<file path="config.mk">
export PLATFORM = sky130hd
export DESIGN_NAME = byte_lane_packer_flat
export DESIGN_NICKNAME = d
export VERILOG_FILES = /design/src/rtl/byte_lane_packer_if.sv /design/src/rtl/byte_lane_packer.sv /design/src/flat_wrapper.sv
export SDC_FILE = /design/constraint.sdc
export NUM_CORES = 1
export LEC_CHECK = 0
export ABC_AREA = 0
export CORE_MARGIN = 4
export CORE_UTILIZATION = 45
export DETAILED_ROUTE_END_ITERATION = 10
export DONT_BUFFER_PORTS = 1
export GPL_TIMING_DRIVEN = 0
export PLACE_DENSITY = 0.65
export SYNTH_ARGS = -nofsm -noshare
export SYNTH_HDL_FRONTEND = slang
export SYNTH_SLANG_ARGS = --single-unit
</file>
<file path="constraint.sdc">
create_clock -name clk -period 4.05 [get_ports clk]
set_input_delay 0.6075 -clock clk [delete_from_list [all_inputs] [get_ports clk]]
set_output_delay 0.6075 -clock clk [all_outputs]
set_load 0.03 [all_outputs]
</file>
<file path="src/rtl/byte_lane_packer_if.sv">
`default_nettype none
// ============================================================================
// Module   : byte_lane_packer_if
// Brief    : Byte-write input and packed-word output bundle of the packer.
// Revision : 1.0 - initial release
// ============================================================================
interface byte_lane_packer_if;
    logic        in_valid;
    logic        in_ready;
    logic [7:0]  in_data;
    logic        in_lane;
    logic        in_last;
    logic        out_valid;
    logic        out_ready;
    logic [15:0] d;
    logic [1:0]  byteena;

    // Producer of bytes / consumer of words
    modport master (
        output in_valid, in_data, in_lane, in_last, out_ready,
        input  in_ready, out_valid, d, byteena
    );

    // The packer itself
    modport slave (
        input  in_valid, in_data, in_lane, in_last, out_ready,
        output in_ready, out_valid, d, byteena
    );
endinterface
`default_nettype wire

</file>
<file path="src/rtl/byte_lane_packer.sv">
`default_nettype none
// ============================================================================
// Module   : byte_lane_packer
// Brief    : Packs single-byte writes into a 16-bit word with byte enables.
//            Optional idle flush of partial words: define FLUSH_TIMEOUT_EN.
// Revision : 1.0 - initial release
// ============================================================================
module byte_lane_packer #(
    parameter int TIMEOUT_CYCLES = 8
) (
    input  wire logic           clk,
    input  wire logic           reset,
    byte_lane_packer_if.slave   bus
);

    logic [15:0] r_stg_data;
    logic [1:0]  r_stg_en;
    logic        r_stg_done;
    logic        r_out_valid;
    logic [15:0] r_d;
    logic [1:0]  r_byteena;

    logic [15:0] w_nxt_stg_data;
    logic [1:0]  w_nxt_stg_en;
    logic        w_nxt_stg_done;
    logic        w_load;
    logic [15:0] w_load_d;
    logic [1:0]  w_load_en;

    logic        w_slot_free;
    logic        w_in_ready;
    logic        w_in_fire;
    logic        w_out_fire;
    logic [1:0]  w_lane_bit;
    logic [15:0] w_lane_data;
    logic [1:0]  w_merged_en;
    logic [15:0] w_merged_data;

    assign w_slot_free   = !r_out_valid || bus.out_ready;
    assign w_in_ready    = !r_stg_done && ((r_stg_en == 2'b00) || w_slot_free);
    assign w_in_fire     = bus.in_valid && w_in_ready;
    assign w_out_fire    = r_out_valid && bus.out_ready;
    assign w_lane_bit    = bus.in_lane ? 2'b10 : 2'b01;
    assign w_lane_data   = bus.in_lane ? {bus.in_data, 8'h00} : {8'h00, bus.in_data};
    // Disabled staging lanes are always zero, so a plain OR merges correctly
    assign w_merged_en   = r_stg_en | w_lane_bit;
    assign w_merged_data = r_stg_data | w_lane_data;

`ifdef FLUSH_TIMEOUT_EN
    localparam int c_CNT_W = (TIMEOUT_CYCLES > 1) ? $clog2(TIMEOUT_CYCLES) : 1;
    localparam logic [c_CNT_W-1:0] c_CNT_LAST = c_CNT_W'(TIMEOUT_CYCLES - 1);

    logic [c_CNT_W-1:0] r_cnt;
    logic [c_CNT_W-1:0] w_nxt_cnt;
`else
    logic w_unused_cfg;
    assign w_unused_cfg = (TIMEOUT_CYCLES == 0);
`endif

    always_comb begin
        w_nxt_stg_data = r_stg_data;
        w_nxt_stg_en   = r_stg_en;
        w_nxt_stg_done = r_stg_done;
        w_load         = 1'b0;
        w_load_d       = r_stg_data;
        w_load_en      = r_stg_en;

        if (w_in_fire) begin
            if ((r_stg_en & w_lane_bit) != 2'b00) begin
                // Collision: push out the old word, restart staging with this byte
                w_load         = 1'b1;
                w_nxt_stg_data = w_lane_data;
                w_nxt_stg_en   = w_lane_bit;
                w_nxt_stg_done = bus.in_last;
            end else if ((w_merged_en == 2'b11) || bus.in_last) begin
                if (w_slot_free) begin
                    w_load         = 1'b1;
                    w_load_d       = w_merged_data;
                    w_load_en      = w_merged_en;
                    w_nxt_stg_data = 16'h0000;
                    w_nxt_stg_en   = 2'b00;
                    w_nxt_stg_done = 1'b0;
                end else begin
                    w_nxt_stg_data = w_merged_data;
                    w_nxt_stg_en   = w_merged_en;
                    w_nxt_stg_done = 1'b1;
                end
            end else begin
                w_nxt_stg_data = w_merged_data;
                w_nxt_stg_en   = w_merged_en;
            end
        end else if (r_stg_done && w_slot_free) begin
            w_load         = 1'b1;
            w_nxt_stg_data = 16'h0000;
            w_nxt_stg_en   = 2'b00;
            w_nxt_stg_done = 1'b0;
        end

`ifdef FLUSH_TIMEOUT_EN
        w_nxt_cnt = '0;
        if (!w_in_fire && (r_stg_en != 2'b00) && !r_stg_done) begin
            if (r_cnt == c_CNT_LAST) begin
                w_nxt_stg_done = 1'b1;
            end else begin
                w_nxt_cnt = r_cnt + c_CNT_W'(1);
            end
        end
`endif
    end

    always_ff @(posedge clk) begin
        if (reset) begin
            r_stg_data  <= 16'h0000;
            r_stg_en    <= 2'b00;
            r_stg_done  <= 1'b0;
            r_out_valid <= 1'b0;
            r_d         <= 16'h0000;
            r_byteena   <= 2'b00;
        end else begin
            r_stg_data <= w_nxt_stg_data;
            r_stg_en   <= w_nxt_stg_en;
            r_stg_done <= w_nxt_stg_done;
            if (w_load) begin
                r_out_valid <= 1'b1;
                r_d         <= w_load_d;
                r_byteena   <= w_load_en;
            end else if (w_out_fire) begin
                r_out_valid <= 1'b0;
            end
        end
    end

`ifdef FLUSH_TIMEOUT_EN
    always_ff @(posedge clk) begin
        if (reset) begin
            r_cnt <= '0;
        end else begin
            r_cnt <= w_nxt_cnt;
        end
    end
`endif

    assign bus.in_ready  = w_in_ready;
    assign bus.out_valid = r_out_valid;
    assign bus.d         = r_d;
    assign bus.byteena   = r_byteena;

endmodule
`default_nettype wire

</file>
<file path="src/flat_wrapper.sv">
// flat-port wrapper written by rule: the top's interface ports become plain ports
module byte_lane_packer_flat 
#(
    parameter int TIMEOUT_CYCLES = 8
)
  (clk, reset, bus_in_valid, bus_in_data, bus_in_lane, bus_in_last, bus_out_ready, bus_in_ready, bus_out_valid, bus_d, bus_byteena);
  byte_lane_packer_if bus_i ();
  input  wire logic clk;
  input  wire logic reset;
  input wire logic [$bits(bus_i.in_valid)-1:0] bus_in_valid;
  input wire logic [$bits(bus_i.in_data)-1:0] bus_in_data;
  input wire logic [$bits(bus_i.in_lane)-1:0] bus_in_lane;
  input wire logic [$bits(bus_i.in_last)-1:0] bus_in_last;
  input wire logic [$bits(bus_i.out_ready)-1:0] bus_out_ready;
  output wire logic [$bits(bus_i.in_ready)-1:0] bus_in_ready;
  output wire logic [$bits(bus_i.out_valid)-1:0] bus_out_valid;
  output wire logic [$bits(bus_i.d)-1:0] bus_d;
  output wire logic [$bits(bus_i.byteena)-1:0] bus_byteena;
  assign bus_i.in_valid = bus_in_valid;
  assign bus_i.in_data = bus_in_data;
  assign bus_i.in_lane = bus_in_lane;
  assign bus_i.in_last = bus_in_last;
  assign bus_i.out_ready = bus_out_ready;
  assign bus_in_ready = bus_i.in_ready;
  assign bus_out_valid = bus_i.out_valid;
  assign bus_d = bus_i.d;
  assign bus_byteena = bus_i.byteena;
  byte_lane_packer #(.TIMEOUT_CYCLES(TIMEOUT_CYCLES)) u_core (.clk(clk), .reset(reset), .bus(bus_i));
endmodule
</file>
# After elaboration in Yosys (flattened, before gate mapping)
# Index checks and enable logic that the tools add are counted.
# totals
ff_bits	38
output_inout_bits	20
# classes
eq_ne	2
n_mux	32
bitwise	3
n_reduce_logical	14
# op_table
cell	n
2-to-1 mux 16 bit	10
2-to-1 mux 2 bit	10
OR 16 bit	1
2-to-1 mux 1 bit	12
nonzero test 2 bit	3
logical AND 1 bit	4
logical OR 1 bit	3
inequality test 3 bit (second input constant)	1
bitwise AND 2 bit	1
equality test 2 bit (second input constant)	1
zero test 1 bit	2
zero test 2 bit	1
OR 2 bit	1
AND reduction 2 bit	1

# Depth between registers and ports, before layout
# Gate-level depths: netlist (run 1).
# depth
word_depth	8
depth_mapped	7
ltp_nobuf	4

# Worst setup path before layout (run 1)
# Ideal clock, no wire load.
# synth_timing
path_kind	input-to-reg
from	in bus_in_lane
to	reg u_core.r_stg_data[10]
arrival_time_ns	1.851
required_ns	3.990
path_slack_ns	2.140
stages	5
cell_sequence	buf_2 > mux2i_1 > a21oi_1 > nor3_1 > a22o_1
# synth_between
elab_chain_cells	7
word_cells_on_any_way	12
cone_classes	1 x eq/ne; 6 x mux; 3 x bitwise; 2 x reduce/logical
# synth_rtl
item	line	text
from (decl)	flat_wrapper.sv:12	input wire logic [$bits(bus_i.in_lane)-1:0] bus_in_lane;
2-to-1 mux 2 bit	byte_lane_packer.sv:43	assign w_lane_bit = bus.in_lane ? 2'b10 : 2'b01;
OR 2 bit	byte_lane_packer.sv:46	assign w_merged_en = r_stg_en | w_lane_bit;
equality test 2 bit	byte_lane_packer.sv:75	end else if ((w_merged_en == 2'b11) || bus.in_last) begin
logical OR 1 bit	byte_lane_packer.sv:75	
2-to-1 mux 16 bit	byte_lane_packer.sv:75	
2-to-1 mux 16 bit (*)	byte_lane_packer.sv:69	if ((r_stg_en & w_lane_bit) != 2'b00) begin
2-to-1 mux 16 bit (*)	byte_lane_packer.sv:68	if (w_in_fire) begin
to (signal assigned)	byte_lane_packer.sv:120	r_stg_data <= w_nxt_stg_data;
to (decl)	byte_lane_packer.sv:16	logic [15:0] r_stg_data;
# Every way passes the cells marked *; elsewhere a longest branch is shown, timed or not.
# A chain may end at the register's enable or synchronous reset.

# Worst setup path in the final report (run 1)
# layout_timing
from	reg u_core.r_out_valid, in the netlist u_core.bus.out_valid
to	reg u_core.r_stg_data[8]
# layout_between
elab_chain_cells	6
word_cells_on_any_way	11
cone_classes	4 x mux; 7 x reduce/logical
# layout_rtl
item	line	text
from (decl)	byte_lane_packer.sv:19	logic r_out_valid;
from (signal assigned)	byte_lane_packer.sv:116	r_out_valid <= 1'b0;
from (signal assigned)	byte_lane_packer.sv:124	r_out_valid <= 1'b1;
from (signal assigned)	byte_lane_packer.sv:128	r_out_valid <= 1'b0;
zero test 1 bit (*)	byte_lane_packer.sv:39	assign w_slot_free = !r_out_valid || bus.out_ready;
logical OR 1 bit (*)	byte_lane_packer.sv:39	
2-to-1 mux 16 bit / logical OR 1 bit (equally long branches)	byte_lane_packer.sv:76, byte_lane_packer.sv:40	
2-to-1 mux 16 bit / logical AND 1 bit (equally long branches)	byte_lane_packer.sv:75, byte_lane_packer.sv:40	
2-to-1 mux 16 bit / logical AND 1 bit (equally long branches)	byte_lane_packer.sv:69, byte_lane_packer.sv:41	
2-to-1 mux 16 bit / nonzero test 2 bit (equally long branches)	--	
# Marks and branches as above.

==> results of run 1 <==
## cells by family (layout without fill, tap and decap cells)
| kind of cell | Yosys count | count (layout) | synth area share |
|---|---|---|---|
| simple gates | 63 | 63 | 0.231 |
| flops | 38 | 38 | 0.478 |
| mux | 1 | 1 | 0.00629 |
| buf+inv | 14 | 22 | 0.0590 |
| compound gates | 47 | 47 | 0.226 |
## cells in the final DEF, fill, tap and decap left out, types with 2 or more instances in the layout
cell type	instances
buf_2	6
nor3_1	22
clkbuf_1	3
nor4b_4	2
o21bai_1	2
nor2_1	25
nand2b_1	2
buf_6	3
a211oi_1	17
a21oi_1	4
clkbuf_8	3
dfxtp_1	38
a22o_1	16
clkbuf_4	5
o21ai_0	4
## final cells by class
type / instances / area, um2 / area share
inverters: 1 / 3.75 / 0.00217
plain buffers: 13 / 90.1 / 0.0522
flip-flops and latches: 38 / 761 / 0.441
clock buffers: 8 / 78.8 / 0.0457
well taps: 46 / 57.6 / 0.0333
multi-input cells: 111 / 736 / 0.426
## cells in the mapped netlist, types with 2 or more instances
| cell | n | area (um2) |
|---|---|---|
| dfxtp_1 | 38 | 761 |
| o21bai_1 | 2 | 15.0 |
| o21ai_0 | 4 | 20.0 |
| nor4b_4 | 2 | 47.6 |
| nor2_1 | 25 | 93.8 |
| a22o_1 | 16 | 140 |
| buf_2 | 6 | 30.0 |
| nand2b_1 | 2 | 12.5 |
| nor3_1 | 22 | 110 |
| a211oi_1 | 17 | 128 |
| buf_6 | 3 | 33.8 |
| a21oi_1 | 4 | 20.0 |
| clkbuf_1 | 3 | 11.3 |
## power groups by stage
stage                     Clock [mW]  Combinational [mW]  Sequential [mW]
final                          0.241               0.103            0.446
after global routing           0.261               0.116            0.449
after CTS                      0.247               0.104            0.446
after detailed placement           0               0.103            0.455
after global placement             0              0.0994            0.454
after floorplan                    0              0.0840            0.450
## worst paths after layout
path / end / slack (ns) / cells past startpoint
setup / recovery: u_core.r_stg_data[8]$_SDFFE_PP0P_ / 1.89 / 5
hold / removal: u_core.bus.d[1]$_SDFFE_PP0P_ / 0.33 / 1
setup reg to reg: u_core.r_stg_data[8]$_SDFFE_PP0P_ / 1.89 / 5
hold reg to reg: u_core.r_stg_data[12]$_SDFFE_PP0P_ / 0.49 / 1
## critical path, delay by kind of cell (launching register included)
family                 cells  cell delay, ns
AOI/OAI and AO/OA          2            0.37
buffers and inverters      1            0.25
DFF                        1            0.54
and+or+nand+nor            2            0.95
## flip-flops by register name, indices dropped and copies added (netlist names)
register / count
u_core.r_stg_data: 16
u_core.r_stg_done: 1
u_core.bus.d: 16
u_core.bus.out_valid: 1
u_core.bus.byteena: 2
u_core.r_stg_en: 2
## per-layer routing
layer  vias up  part of all wire
met3         7             0.054
li1        618                 -
met5         -                 0
met1       618              0.40
met4         0             0.017
met2        29              0.53
==> impl_metrics.yaml, run 1 <==
clock_tree:
  htreeDepth: 2
  cts_buffers: 5
  postCtsHoldBufs: 0
  clock_sinks: 38
  cts.path.max_buffers: 2
  postCtsResizedCells: 0
  path_clk_slew_ns: 0.11
  post_cts_buffers: 0
  clockRootBuffer: "clkbuf_4"
  clock_latency_ns: 0.34
  cts_tree: "yes"
job:
  max_cap_violations: 0
yosys:
  ys_ff_latch: 38
  synthesis.area_mm2: 0.00159
  syn_area_per_cell_um2: 9.76
  syn_inst: 163
  ys.flop_type: "dfxtp_1"
  async_reset_ff_frac: 0
  yosysSeqAreaShare: 0.478
  synth_cell_types: 32
  synth_edf_count: 0
  synth_fp_nets: 177
  ys.warnings.count: 0
cells_and_area:
  n_fill_cell: 352
  antenna-diode-count: 0
  drive_gt1_frac: 0.140
  nets: 184
  finish.instance_area_mm2: 0.00173
  fin_cells: 217
  area_delta_synth_final_pct: 8.58
  postLayoutCoreUtil: 0.513
route:
  drt_iter0_markers: 64
  wl_um: 3760
  wl_per_cell_um: 17.3
  vias: 1272
  drc: 0
  ant_nets: 0
  dr.pass1.iters: 4
  vias_per_cell: 5.86
worst_setup_path:
  timing.rr.start: "u_core.bus.out_valid$_SDFFE_PP0P_"
  worst_path_max_delay_cell: "nor3_1"
  critPathMaxStageDelay_ns: 0.77
  cp-end-kind: "flip-flop"
  critical_path.startpoint: "u_core.bus.out_valid$_SDFFE_PP0P_"
  crit_chain: "nor2b_1 -> buf_2 -> a21oi_1 -> nor3_1 -> a22o_1"
  critPathMaxFanout: 9
  critPathLaunchType: "flip-flop"
  crit_required_ns: 4.34
  arrival_ns: 2.46
  crit_type: "flip-flop to flip-flop"
power_and_ir_drop:
  clockPowerShare: 0.305
  combPwrFrac: 0.130
  leakagePower_nw: 0.637
  total_power_mw: 0.789
  ir_drop_uv: 242
  pwr-share-seq: 0.565
  power_density_mw_per_mm2: 457
  switching_share: 0.291
  power_switching_mw: 0.230
  intPower_mw: 0.559
grt:
  antenna_found_initial: 0
  grt_util_all_layers: 0.190
  grt_pass1_vias: 1340
  use_met1: 0.203
  globalRoute.totalOverflow: 0
  grt_pass1_wl_um: 6310
  use_met2: 0.347
  busiest_layer: "met2"
  grt_max_degree: 12
  globalRouteMet3Util: 0.0516
timing:
  setup_tns_ns: 0
  fmax_mhz: 462
  slew_headroom: 0.375
  skew_ns: 0.00946
  setup_viol: 0
  min_period_ns: 2.16
  maxSlewViolCount: 0
  fin_crit_sh: 0.534
  finalHoldViolations: 0
  rsz0062_at_grt: "no"
  worst_slack_ns: 1.89
  worst-slew-pin-transition_ns: 0.931
  hold_slack_ns: 0.335
floorplan:
  die_h_um: 67.4
  ios: 34
  placementRows: 21
  fp.coreArea_mm2: 0.00336
  start_util: 0.473
  die_w_um: 67.4
  dieArea_mm2: 0.00455
place:
  place_area_mm2: 0.00165
  gp_congestion: 0.834
  dp_hpwl_um: 2850
  io_buffer_count: 0
  post-place-cells: 209
  dp_slack_ns: 1.77
worst_hold_path:
  hold_class: "primary input to flip-flop"
  holdCritStartpoint: "reset"
status:
  status: "complete, no violations"
Note: power is estimated with default switching activity, not from simulation.
==> run 2: changes to the inputs <==
- clock period: 4.05 -> 2.1 ns (I/O delays scaled with it)
==> run 2 against run 1 <==
Effect of this change:
- combinational power is 95% higher
- register-to-register slack worse by 1.6 ns
- clock skew is 0.0016 ns higher
- count of clock-buffer cells in the layout stayed put
- via count is 0.31% lower
- hold slack worse by 0.29 ns
- critical path depth is 2 lower
- core utilization is 0.41 points higher
- power is 93% higher
- setup slack worse by 1.6 ns
- sequential share of layout area is 0.35 points lower
- wire length stayed put
==> impl_metrics.yaml, run 2 (synthesized netlist as in run 1, its figures left out) <==
status:
  status: "complete, no violations"
worst_setup_path:
  critPathMaxFanout: 6
  crit_type: "flip-flop to output pin"
  critPathLaunchType: "flip-flop"
  crit_required_ns: 1.78
  arrival_ns: 1.54
  cp-end-kind: "output pin"
grt:
  grt_pass1_wl_um: 6320
  antenna_found_initial: 0
  globalRoute.totalOverflow: 0
  grt_util_all_layers: 0.190
  grt_max_degree: 12
  grt_pass1_vias: 1341
place:
  dp_slack_ns: -0.0299
  gp_congestion: 0.834
  io_buffer_count: 0
  post-place-cells: 209
  dp_hpwl_um: 2850
  place_area_mm2: 0.00165
floorplan:
  fp.coreArea_mm2: 0.00336
  die_w_um: 67.4
  die_h_um: 67.4
  dieArea_mm2: 0.00455
  ios: 34
  placementRows: 21
  start_util: 0.473
clock_tree:
  cts_buffers: 5
  path_clk_slew_ns: 0.11
  clock_latency_ns: 0.35
  clockRootBuffer: "clkbuf_4"
  post_cts_buffers: 0
  cts_tree: "yes"
  cts.path.max_buffers: 2
  clock_sinks: 38
  htreeDepth: 2
power_and_ir_drop:
  power_density_mw_per_mm2: 876
  ir_drop_uv: 469
  total_power_mw: 1.52
  leakagePower_nw: 0.639
timing:
  hold_slack_ns: 0.0419
  skew_ns: 0.0111
  maxSlewViolCount: 0
  min_period_ns: 1.86
  worst-slew-pin-transition_ns: 0.560
  fin_crit_sh: 0.885
  finalHoldViolations: 0
  fmax_mhz: 538
  setup_viol: 0
  setup_tns_ns: 0
  rsz0062_at_grt: "no"
  slew_headroom: 0.625
  worst_slack_ns: 0.241
cells_and_area:
  drive_gt1_frac: 0.146
  postLayoutCoreUtil: 0.517
  nets: 184
  fin_cells: 217
  n_fill_cell: 347
  antenna-diode-count: 0
  layout_commonest_cell: "dfxtp_1"
  area_delta_synth_final_pct: 9.44
  final_cell_mix: "dfxtp_1, nor2_1, nor3_1"
  finish.instance_area_mm2: 0.00174
route:
  wl_um: 3760
  ant_nets: 0
  drt_iter0_markers: 86
  drc: 0
  vias_per_cell: 5.84
  wl_per_cell_um: 17.3
  vias: 1268
  dr.pass1.iters: 4
job:
  max_cap_violations: 0
worst_hold_path:
  hold_class: "primary input to flip-flop"
-- run 2: changes by cell type in the layout (fill, tap and decap cells not counted) --
cell,previous run,this run
nor3_1,22,21
nor3_2,0,1
nor4_2,1,0
nor4_4,0,1
-- run 2: metal layers --
metal / vias to the layer above / global-route usage / share of wire
met5: - / 0 / 0
met4: 0 / 0.0835 / 0.017
met3: 7 / 0.0516 / 0.059
met2: 32 / 0.347 / 0.53
met1: 612 / 0.203 / 0.40
li1: 617 / - / -
-- run 2: power by group --
group | total [mW] | internal [mW] | switching (mW)
Sequential | 0.859 | 0.767 | 0.0921
Clock | 0.464 | 0.229 | 0.235
Combinational | 0.201 | 0.0831 | 0.118
Total | 1.52 | 1.08 | 0.446
-- run 2: final timing paths --
kind	from	endpoint	cells after the start	slack [ns]
min reg2reg	u_core.r_stg_data[12]$_SDFFE_PP0P_	u_core.r_stg_data[12]$_SDFFE_PP0P_	1	0.49
min	reset	u_core.bus.d[1]$_SDFFE_PP0P_	1	0.04
max reg2reg	u_core.bus.out_valid$_SDFFE_PP0P_	u_core.r_stg_data[8]$_SDFFE_PP0P_	5	0.24
max	u_core.bus.out_valid$_SDFFE_PP0P_	bus_in_ready	3	0.24
-- run 2: worst max-delay path: stages, from the launching register on --
cell	delay, ns
dfxtp_1	0.43
nand2b_1	0.25
nor2_1	0.08
nor2_1	0.44
-- run 2: layout make-up --
| cell class | count | area (um2) | area share |
|---|---|---|---|
| clock buffer | 8 | 78.8 | 0.0453 |
| tap | 46 | 57.6 | 0.0331 |
| multi-input combinational | 111 | 749 | 0.431 |
| buffer | 13 | 90.1 | 0.0518 |
| sequential | 38 | 761 | 0.437 |
| inverter | 1 | 3.75 | 0.00216 |
-- run 2: what timing repair did --
action                     4_1_cts  5_1_grt
setup endpoints to repair        8        8
hold buffers                     0        0
resized for setup                1        1
==> run 3: changes to the inputs <==
- CORE_UTILIZATION: 45 -> 60
- GPL_TIMING_DRIVEN: 0 -> default
- PLACE_DENSITY: 0.65 -> 0.81
- RECOVER_POWER: default -> 50
==> run 3 against run 2 <==
Effect of this change:
- die area shrank 22%
- critical path depth grew 2
- sequential cell count is the same
- non-clock buffer count shrank 9
- wire length shrank 12%
- power shrank 6.8%
- final cell count shrank 12%
- clock power shrank 15%
- core utilization grew 13 points
- sequential power is essentially flat
- count of clock-buffer cells in the layout shrank 2
- sequential share of layout area grew 3.0 points
- largest cell class unchanged
==> impl_metrics.yaml, run 3 (synthesized netlist as in run 1, its figures left out) <==
cells_and_area:
  final_cell_mix: "dfxtp_1, nor2_1, nor3_1"
  area_delta_synth_final_pct: 2.36
  nets: 175
  drive_gt1_frac: 0.0988
  antenna-diode-count: 0
  n_fill_cell: 218
  finish.instance_area_mm2: 0.00163
  layout_commonest_cell: "dfxtp_1"
floorplan:
  placementRows: 18
  die_h_um: 59.5
  die_w_um: 59.5
  dieArea_mm2: 0.00354
  ios: 34
  fp.coreArea_mm2: 0.00250
  start_util: 0.636
worst_setup_path:
  r2r_slack_ns: 0.22
  critPathMaxStageDelay_ns: 0.59
  arrival_ns: 2.12
  critPathMaxFanout: 10
  worst_path_max_delay_cell: "or4_1"
  critPathLaunchType: "flip-flop"
  crit_chain: "or4_1 -> o211a_1 -> clkbuf_2 -> nor2_1 -> nor3_1"
  crit_type: "flip-flop to flip-flop"
  cp-end-kind: "flip-flop"
  crit_required_ns: 2.34
  worst-path-buf-inv: 1
  cpLargestDelayFamily: "simple AND/OR/NAND/NOR gates"
place:
  dp_hpwl_um: 2320
  io_buffer_count: 0
  place_area_mm2: 0.00156
  dp_slack_ns: 0.240
  gp_congestion: 0.805
grt:
  antenna_found_initial: 0
  grt_util_all_layers: 0.214
  grt_pass1_wl_um: 5690
  grt_pass1_vias: 1232
  grt_max_degree: 25
  globalRoute.totalOverflow: 0
power_and_ir_drop:
  leakagePower_nw: 0.586
  pwr-share-seq: 0.604
  power_switching_mw: 0.424
  power_density_mw_per_mm2: 873
  clockPowerShare: 0.277
  switching_share: 0.298
  combPwrFrac: 0.118
  total_power_mw: 1.42
  intPower_mw: 0.998
  ir_drop_uv: 676
clock_tree:
  postCtsHoldBufs: 0
  clock_sinks: 38
  path_clk_slew_ns: 0.11
  clockRootBuffer: "clkbuf_4"
  cts_buffers: 5
  clock_latency_ns: 0.34
  cts_tree: "yes"
  htreeDepth: 2
  cts.path.max_buffers: 2
  postCtsResizedCells: 0
  post_cts_buffers: 0
route:
  wl_um: 3310
  ant_nets: 0
  vias: 1235
  drt_iter0_markers: 39
  wl_per_cell_um: 17.2
  drc: 0
  vias_per_cell: 6.43
  dr.pass1.iters: 4
worst_hold_path:
  hold_class: "primary input to flip-flop"
timing:
  hold_slack_ns: 0.0312
  setup_tns_ns: 0
  worst_slack_ns: 0.216
  maxSlewViolCount: 0
  fin_crit_sh: 0.897
  min_period_ns: 1.88
  skew_ns: 0.00807
  worst-slew-pin-transition_ns: 0.861
  setup_viol: 0
  slew_headroom: 0.422
  fmax_mhz: 531
  finalHoldViolations: 0
  rsz0062_at_grt: "no"
status:
  status: "complete, no violations"
job:
  max_cap_violations: 0
-- run 3: metal layers --
layer	global-route usage	vias up	share of wire
met1	0.294	581	0.42
li1	-	604	-
met5	0	-	0
met3	0.0937	2	0.099
met2	0.312	48	0.48
met4	0.0388	0	0.0064
-- run 3: power by group through the flow --
stage / clock [mW] / sequential [mW] / combinational (mW)
CTS: 0.400 / 0.860 / 0.169
global placement: 0 / 0.875 / 0.161
floorplan: 0 / 0.868 / 0.162
global route: 0.447 / 0.867 / 0.192
detailed placement: 0 / 0.876 / 0.168
finish: 0.394 / 0.859 / 0.168
-- run 3: layout make-up --
class / instances / area [um2] / share of cell area
flip-flops and latches: 38 / 761 / 0.467
multi-input cells: 111 / 732 / 0.450
clock buffers: 6 / 51.3 / 0.0315
well taps: 30 / 37.5 / 0.0231
repair buffers: 4 / 30.0 / 0.0184
clock inverters: 2 / 12.5 / 0.00769
inverters: 1 / 3.75 / 0.00231
-- run 3: path summary, 6_finish.rpt --
path / from / to / depth (start not counted)
max reg2reg: u_core.r_stg_done$_SDFFE_PP0P_ / u_core.bus.d[7]$_SDFFE_PP0P_ / 5
min reg2reg: u_core.r_stg_data[1]$_SDFFE_PP0P_ / u_core.r_stg_data[1]$_SDFFE_PP0P_ / 1
min: reset / u_core.bus.d[3]$_SDFFE_PP0P_ / 1
max: u_core.r_stg_done$_SDFFE_PP0P_ / u_core.bus.d[7]$_SDFFE_PP0P_ / 5
-- run 3: stage by stage --
step / cells / util
4_1_cts: 191 / 0.650
6_report: 192 / 0.651
3_3_place_gp: 183 / 0.624
5_1_grt: 192 / 0.651
3_5_place_dp: 183 / 0.624
2_1_floorplan: 163 / -
==> RTL edit (config.mk and constraints of run 3) <==
Build with the macro `FLUSH_TIMEOUT_EN` defined.
--- a/src/rtl/byte_lane_packer.sv
+++ b/src/rtl/byte_lane_packer.sv
@@ -5,6 +5,8 @@
 //            Optional idle flush of partial words: define FLUSH_TIMEOUT_EN.
 // Revision : 1.0 - initial release
 // ============================================================================
+`define FLUSH_TIMEOUT_EN
+
 module byte_lane_packer #(
     parameter int TIMEOUT_CYCLES = 8
 ) (
Function: no difference found for any inputs over 4 cycles, from zero or initial values and one cycle with reset high; that may be too few to reach the edited logic, so the function may still have changed.
==> RTL edit against run 3 <==
Routed wire length is 13% higher; area after synthesis is 11% higher; worst hold slack better by 0.013 ns; non-clock buffer count is 1 higher; sequential cell count is 3 higher; power is 12% higher; clock power is 8.1% lower; setup slack better by 0.058 ns; design area is 9.2% higher; die area is 9.1% higher; global-route usage is 1.9 points lower.
==> RTL edit: results <==
[outcome]
status = complete, no violations

[finish]
stdcell_area_sq_mm = 0.00178
fin_nets = 194
nFillCells = 240
drive_gt1_share_pct = 11.8

[setup_path]
reg2reg_setup_slack_ns = 0.29
max_stage_delay_ns = 0.55
rr_worst_depth = 4
reg2reg_to = u_core.r_stg_data[10]
endpoint = bus_in_ready
arrival_ns = 1.51
slowest_stage = dfxtp_1
cp-startpoint = u_core.r_stg_en[1]
r2r-start = u_core.r_stg_en[0]

[detailed_routing]
routedWlPerCell_um = 17.9
vias_per_cell = 6.58
route.vias.total = 1375

[grt]
grt_pass1_wl_um = 6230
grt_max_degree = 26
grt_usage_pct = 19.5
grt_pass1_vias = 1330

[min_path]
hold_end = u_core.r_stg_en[1]

[yosys]
ys_types = 37
synth_area_leaders = dfxtp_1 (47%), a22o_1 (8.0%), a211oi_1 (7.7%), nor3_1 (6.3%), nor2_1 (5.3%)
ys_seq_area_share_pct = 46.7
avgSynthCellArea_sq_um = 9.88
synthTopCellsByCount = dfxtp_1 (41), nor2_1 (25), nor3_1 (22)

[clocking]
htree_levels = 2

[place]
postPlaceCellArea_sq_mm = 0.00174
dp_hpwl_um = 2660
gp_congestion = 0.893

[timing]
clock_skew_ns = 0.00441
tightest_slew_ns = 0.612
max_freq_mhz = 548

[pwr]
p_sw_mw = 0.520
total_power_mw = 1.59
p_leak_nw = 0.664
## RTL edit: cell families (layout without fill, tap and decap cells)
logic type	count (synthesis)	count (layout)	share of synthesized area, %
and+or+nand+nor	64	64	20.0
AOI/OAI and AO/OA	54	54	24.9
DFF	41	41	46.7
buffers and inverters	16	16	6.33
adders and majority gates	2	2	1.42
muxes	1	1	0.641
## RTL edit: what timing repair did
item	CTS	global route
setup endpoints to repair	0	16
gates resized for setup	0	1
setup buffers	0	0
## RTL edit: cell type report
cell class / instances / share of cell area, %
Clock buffer: 6 / 2.32
Tap cell: 31 / 2.18
Multi-Input combinational cell: 121 / 46.2
Inverter: 4 / 0.844
Timing Repair Buffer: 5 / 1.76
Clock inverter: 1 / 0.493
Sequential cell: 41 / 46.2
## RTL edit: layer usage
layer  GRT usage [%]  part of all wire, %  up-vias
li1                -                    -      657
met1            24.7                   44      665
met2            31.3                   48       49
met3            6.31                  7.0        4
met4            5.69                 0.78        0
met5               0                    0        -
